File: src/rtl/fwd_pkg.sv
// Shared sizing defaults and the in-flight producer entry layout for the
// forwarding scoreboard.
package fwd_pkg;

    localparam int FWD_REG_ADDR_W = 5;
    localparam int FWD_DEPTH      = 3;
    localparam int FWD_SEL_W      = $clog2(FWD_DEPTH + 1);

    // One tracked producer at default sizing: cnt is the number of further
    // stages it must travel before its result can be forwarded.
    typedef struct packed {
        logic                      valid;
        logic                      rw;
        logic [FWD_REG_ADDR_W-1:0] rd;
        logic [FWD_SEL_W-1:0]      cnt;
    } fwd_entry_t;

endpackage

File: src/rtl/fwd_match.sv
// Priority lookup of one source operand against all in-flight producers.
// The youngest matching producer decides the outcome: forward from its stage
// if its result is ready, otherwise report a hazard and select the regfile.
module fwd_match
    import fwd_pkg::*;
#(
    parameter int REG_ADDR_W = FWD_REG_ADDR_W,
    parameter int DEPTH      = FWD_DEPTH,
    parameter int SEL_W      = $clog2(DEPTH + 1)
) (
    input  logic                             src_en_i,
    input  logic [REG_ADDR_W-1:0]            src_addr_i,
    input  logic [DEPTH-1:0]                 ent_valid_i,
    input  logic [DEPTH-1:0]                 ent_rw_i,
    input  logic [DEPTH-1:0][REG_ADDR_W-1:0] ent_rd_i,
    input  logic [DEPTH-1:0][SEL_W-1:0]      ent_cnt_i,
    output logic [SEL_W-1:0]                 sel_o,
    output logic                             hazard_o
);

    logic [DEPTH-1:0] hit;

    // Per-stage match; r0 is never a real producer.
    always_comb begin
        hit = '0;
        for (int k = 0; k < DEPTH; k++) begin
            hit[k] = src_en_i && ent_valid_i[k] && ent_rw_i[k]
                     && (ent_rd_i[k] != '0) && (ent_rd_i[k] == src_addr_i);
        end
    end

    // Scan oldest to youngest so the youngest hit has the final word.
    always_comb begin
        sel_o    = '0;
        hazard_o = 1'b0;
        for (int k = DEPTH - 1; k >= 0; k--) begin
            if (hit[k]) begin
                if (ent_cnt_i[k] == '0) begin
                    sel_o    = SEL_W'(k + 1);
                    hazard_o = 1'b0;
                end else begin
                    sel_o    = '0;
                    hazard_o = 1'b1;
                end
            end
        end
    end

endmodule

File: src/rtl/forward_scoreboard.sv
// Operand forwarding scoreboard: tracks the producers in the stages behind the
// consumer, picks a forwarding source per operand and stalls the consumer when
// the youngest producer of an operand is not yet ready.
module forward_scoreboard
    import fwd_pkg::*;
#(
    parameter int REG_ADDR_W = FWD_REG_ADDR_W,
    parameter int DEPTH      = FWD_DEPTH,
    parameter int NUM_SRC    = 2,
    parameter int SEL_W      = $clog2(DEPTH + 1)
) (
    input  logic                          clk_i,
    input  logic                          rst_i,
    input  logic                          issue_valid_i,
    input  logic                          issue_rw_i,
    input  logic [REG_ADDR_W-1:0]         issue_rd_i,
    input  logic [SEL_W-1:0]              issue_lat_i,
    input  logic [NUM_SRC-1:0]            src_en_i,
    input  logic [NUM_SRC*REG_ADDR_W-1:0] src_addr_i,
    input  logic                          flush_i,
    output logic [NUM_SRC*SEL_W-1:0]      fwd_sel_o,
    output logic                          stall_o,
    output logic [15:0]                   stall_cnt_o
);

    // Same layout as fwd_entry_t, resized to this instance's parameters.
    typedef struct packed {
        logic                  valid;
        logic                  rw;
        logic [REG_ADDR_W-1:0] rd;
        logic [SEL_W-1:0]      cnt;
    } entry_t;

    // A result can never need more extra stages than remain in the tracker.
    localparam logic [SEL_W-1:0] MAX_CNT = SEL_W'(DEPTH - 1);

    entry_t [DEPTH-1:0]            ent_q;
    entry_t [DEPTH-1:0]            ent_d;
    logic   [15:0]                 stall_cnt_q;
    logic   [15:0]                 stall_cnt_d;

    logic   [DEPTH-1:0]            ent_valid;
    logic   [DEPTH-1:0]            ent_rw;
    logic   [DEPTH-1:0][REG_ADDR_W-1:0] ent_rd;
    logic   [DEPTH-1:0][SEL_W-1:0] ent_cnt;
    logic   [NUM_SRC-1:0]          src_hazard;
    logic                          issue_fire;
    logic   [SEL_W-1:0]            issue_cnt;

    // Split the entry array into per-field vectors for the lookup units.
    always_comb begin
        ent_valid = '0;
        ent_rw    = '0;
        ent_rd    = '0;
        ent_cnt   = '0;
        for (int k = 0; k < DEPTH; k++) begin
            ent_valid[k] = ent_q[k].valid;
            ent_rw[k]    = ent_q[k].rw;
            ent_rd[k]    = ent_q[k].rd;
            ent_cnt[k]   = ent_q[k].cnt;
        end
    end

    for (genvar j = 0; j < NUM_SRC; j++) begin : g_match
        fwd_match #(
            .REG_ADDR_W (REG_ADDR_W),
            .DEPTH      (DEPTH),
            .SEL_W      (SEL_W)
        ) u_match (
            .src_en_i    (src_en_i[j]),
            .src_addr_i  (src_addr_i[j*REG_ADDR_W +: REG_ADDR_W]),
            .ent_valid_i (ent_valid),
            .ent_rw_i    (ent_rw),
            .ent_rd_i    (ent_rd),
            .ent_cnt_i   (ent_cnt),
            .sel_o       (fwd_sel_o[j*SEL_W +: SEL_W]),
            .hazard_o    (src_hazard[j])
        );
    end

    assign stall_o     = (|src_hazard) && issue_valid_i && !flush_i;
    assign issue_fire  = issue_valid_i && !stall_o && !flush_i;
    assign issue_cnt   = (issue_lat_i > MAX_CNT) ? MAX_CNT : issue_lat_i;
    assign stall_cnt_o = stall_cnt_q;

    // Advance the tracker every cycle; stage 1 gets the issued instruction or
    // a bubble, and each older stage is one step closer to its result.
    always_comb begin
        ent_d       = '0;
        stall_cnt_d = stall_cnt_q;
        if (issue_fire) begin
            ent_d[0].valid = 1'b1;
            ent_d[0].rw    = issue_rw_i;
            ent_d[0].rd    = issue_rd_i;
            ent_d[0].cnt   = issue_cnt;
        end
        for (int k = 1; k < DEPTH; k++) begin
            ent_d[k] = ent_q[k-1];
            if (ent_q[k-1].cnt != '0) begin
                ent_d[k].cnt = ent_q[k-1].cnt - SEL_W'(1);
            end
        end
        if (stall_o && (stall_cnt_q != 16'hFFFF)) begin
            stall_cnt_d = stall_cnt_q + 16'd1;
        end
    end

    // State registers with synchronous active-low reset.
    always_ff @(posedge clk_i) begin
        if (!rst_i) begin
            ent_q       <= '0;
            stall_cnt_q <= '0;
        end else begin
            ent_q       <= ent_d;
            stall_cnt_q <= stall_cnt_d;
        end
    end

endmodule
File: config.mk
export PLATFORM = sky130hd
export DESIGN_NAME = forward_scoreboard
export DESIGN_NICKNAME = d
export VERILOG_FILES = /design/src/rtl/fwd_pkg.sv /design/src/rtl/fwd_match.sv /design/src/rtl/forward_scoreboard.sv
export SDC_FILE = /design/constraint.sdc
export NUM_CORES = 1
export LEC_CHECK = 0
export ABC_AREA = 1
export CELL_PAD_IN_SITES_DETAIL_PLACEMENT = 1
export CELL_PAD_IN_SITES_GLOBAL_PLACEMENT = 2
export CORE_ASPECT_RATIO = 0.75
export CORE_UTILIZATION = 25
export CTS_BUF_LIST = sky130_fd_sc_hd__clkbuf_8 sky130_fd_sc_hd__clkbuf_16
export DETAILED_ROUTE_END_ITERATION = 10
export HOLD_SLACK_MARGIN = 0.08
export PLACE_DENSITY_LB_ADDON = 0.1
export SYNTH_ARGS = -nofsm -noshare
export SYNTH_HDL_FRONTEND = slang
export SYNTH_SLANG_ARGS = --single-unit
File: constraint.sdc
create_clock -name clk_i -period 1.6 [get_ports clk_i]
set_input_delay 0.32 -clock clk_i [delete_from_list [all_inputs] [get_ports clk_i]]
set_output_delay 0.32 -clock clk_i [all_outputs]
set_load 0.005 [all_outputs]
==> run metrics <==
ordered list of cells on the worst path dlygate4sd2_1 -> buf_4 -> nand2_1 -> nand4_1 -> nor2_2 -> nand3_2 -> nand2_4 -> nand3_4 -> nand2_4 -> nand2_4 -> inv_2 -> buf_6; Fin. Hold Viols 0; ys flop type dfxtp_1; syn_nets 423; post-layout util between 40% and 50%; Min-Delay Path Class reg2reg; DR vias/cell roughly 4.4; Die Height ~90 µm; RSZ-0062 raised after global routing true; drt total wl between 8 and 9 mm; core area 9810 µm²; ys async rst share 0%; reg2reg end stall_cnt_o[6]$_SDFFE_PN0P_; Synth Cell Area ~2600 µm²; Worst path slowest cell dlygate4sd2_1; largest net degree at the start of global routing 18; status complete, but fails checks; synth unique cells 29; GRT Util Overall between 10% and 20%; Pins Over Slew Limit 0; worst vdd rail ir drop 0.000355 V; number of global-route vias before repair around 2600; detailed-route wire length per cell 13.7 µm; worst slew pin tran between 0.2 and 0.3 ns; Rows 31; Leak roughly 2 nW; power share of the clock group 43.0%; Arr. time, crit path roughly 1.7 ns; dpl cells approximately 610; kind of critical path in2out; Port Buf Inserts 44; Top cell by count, worst path nand2_4; DR iter-0 viols 81; share of the synthesized area in the top cell type between 30 and 40%; worst hold endpoint ent_cnt[2]$_SDFF_PN0_; # H-tree levels 2; DR pass1 iterations 4; Power Density 590 nW/µm²; DP Worst Slack -1.12 ns; synth warn 0; CTS Hold Bufs 0; Final WS setup -0.416 ns; Area growth syn-to-layout 56.2%; Yosys top cell by area dfxtp_1; max incr delay on CP 0.26 ns; final setup violation count 30; post-route clock period utilization 126%; hold path startpoint ent_cnt[0]$_SDFF_PP0_; Crit Path Max Fanout 3; Worst setup EP type output port; CTS Sinks between 40 and 50; Clock Tree Root clkbuf_16; sequential fraction of design power 45.8%; CTS tree yes; number of flops mapped to enable cells by yosys 0; Final #Nets between 500 and 600; max-cap check violation count 0; setup clock skew after layout ~0.0045 ns; Die ar. 10700 µm²; type of origin of the critical path input pin; Detail Placement HPWL 6.73 mm; main area contributors after synthesis dfxtp_1 (34%), nand2_1 (20%), inv_1 (8.4%), nor2_1 (5.9%), nand4_1 (4.9%); P_sw about 0.00061 W; Critical path buffers and inverters 4; Req. time, crit path 1.28 ns; share of layout cells above drive strength 1 about 40%; initial antenna violation count 0; Placer Congestion slightly above 0.8; Reg clk slew, reported paths 0.06 ns; Top Ports 45; Sw Ratio 25.7%; Min Hold Slack ~0.42 ns; Tmin final between 2 and 2.5 ns; Clock Path Buffers 2; Post-Layout Cell Count between 600 and 700; Int Pwr 0.00175 W; # diodes 0; number of buffers created by CTS 5; worst reg-to-reg path cell count 15; combinational power share 11.2%; gr ovfl total 0; Die X 119 µm; Avg Synthesized Cell Area 6.44 µm²; first-pass GRT wire length approximately 14 mm; worst r2r src ent_d[23]$_SDFF_PN0_; flops & latches, synth 43; CP delay by family, top simple AND/OR/NAND/NOR gates; vias 2741; # DRC 0; worst rel slew slack between 80% and 90%; register area share after synthesis around 34%; R2R setup slack -0.38 ns; Initial Util 26.1%; failing checks negative setup slack; synthesized instance count 398; worst skew pair latency about 0.29 ns; Max Clk Rate 0.496 GHz; ANT nets after route 0; Hold Path Cell Cnt 1
-- worst register-to-register path, stage by stage (launching register included) --
cell and delay [ns]:
dfxtp_4 0.37, buf_4 0.14, a21oi_2 0.14, nand3_2 0.11, nor2_4 0.12, inv_2 0.06
nand3_2 0.06, nand2_1 0.06, nand2_2 0.10, nand2_4 0.06, buf_4 0.14, buf_12 0.13
nand3_4 0.09, buf_12 0.15, nand2_1 0.08, a21oi_2 0.12
-- state kept, by name, summed over array words and instances, names as in the netlist --
register	cells
stall_cnt_o	16
ent_d	14
ent_q	7
ent_cnt	6
-- logic make-up (layout without fill, tap and decap cells) --
| family | Yosys count | after routing | share of synthesized area [%] |
|---|---|---|---|
| AO/OA/AOI/OAI | 20 | 20 | 5.18 |
| XOR/XNOR | 13 | 13 | 4.45 |
| adder cells (fa/ha/maj) | 1 | 1 | 0.488 |
| flip-flops | 43 | 43 | 33.6 |
| buffers and inverters | 73 | 173 | 11.6 |
| AND/OR/NAND/NOR | 248 | 248 | 44.7 |
-- synth_stat cells (2+ instances only) --
library cell / n
dfxtp_1: 43
nand3_1: 17
a21oi_1: 8
clkbuf_1: 4
nand4_1: 20
nand2_2: 10
inv_2: 9
nand3_2: 2
nand2_1: 137
inv_1: 57
o21ai_0: 2
nor2_1: 40
nor2_2: 8
xnor2_1: 8
nand2_4: 2
a21oi_2: 8
nor2_4: 3
nor3_1: 4
nand3_4: 2
xor2_1: 5
-- metrics by stage --
step                TNS [ns]  instance area (µm²)  power (W)
floorplan            -0.0201                 2590    0.00122
global placement      -23.93                 3510    0.00136
detailed placement    -24.67                 3510    0.00136
CTS                    -9.08                 3750    0.00238
global route          -11.84                 4000    0.00247
finish                 -8.78                 4000    0.00236
-- layer usage --
metal  vias up  GRT usage [%]  part of all wire (%)
met5         -              0                     0
li1       1421              -                     -
met2        36           23.4                    40
met4         0           3.80                  0.72
met3         6           3.16                   3.1
met1      1278           25.8                    56
-- power by group through the flow --
stage | logic (W) | registers (W) | clock network, W
6_report | 0.000265 | 0.00108 | 0.00101
5_1_grt | 0.000293 | 0.00108 | 0.00109
4_1_cts | 0.000247 | 0.00109 | 0.00104
3_5_place_dp | 0.000243 | 0.00112 | 0
3_3_place_gp | 0.000241 | 0.00112 | 0
2_1_floorplan | 0.000106 | 0.00112 | 0
-- worst max-delay path by stage --
stage / from / to / slack (ns) / cells past startpoint
6_report: src_addr_i[1] / stall_o / -0.42 / 12
5_1_grt: ent_d[23]$_SDFF_PN0_ / stall_o / -0.51 / 12
4_1_cts: ent_d[12]$_SDFF_PN0_ / stall_o / -0.47 / 13
3_5_place_dp: src_addr_i[0] / stall_o / -1.12 / 12
3_3_place_gp: src_addr_i[6] / stall_o / -1.08 / 14
2_1_floorplan: ent_d[15]$_SDFF_PN0_ / stall_o / -0.02 / 13
-- placed cells by master, fill, tap and decap left out, drive strengths merged, types with 3 or more instances in the layout --
cell type	instances
dfxtp	43
inv	66
xnor2	8
clkbuf	6
clkdlybuf4s50	18
nand3	21
nand4	21
xor2	5
nor3	4
buf	61
dlymetal6s2s	9
dlygate4sd2	9
o21ai	3
a21oi	16
nor2	51
nand2	149
-- what timing repair did --
item / in CTS / in global routing
endpoints found under the hold margin: 0 / 0
gates resized for setup: 73 / 74
setup endpoints to repair: 36 / 40
setup buffers: 4 / 8
pin swaps: 22 / 33
-- layout make-up --
type / count / area (µm²)
well taps: 132 / 165
fillers: 1236 / 5810
inverters: 66 / 255
clock buffers: 5 / 125
repair buffers: 100 / 917
multi-input cells: 282 / 1600
flip-flops and latches: 43 / 922
clock inverters: 2 / 13.8
No activity file was read; power rests on OpenSTA's default activity.
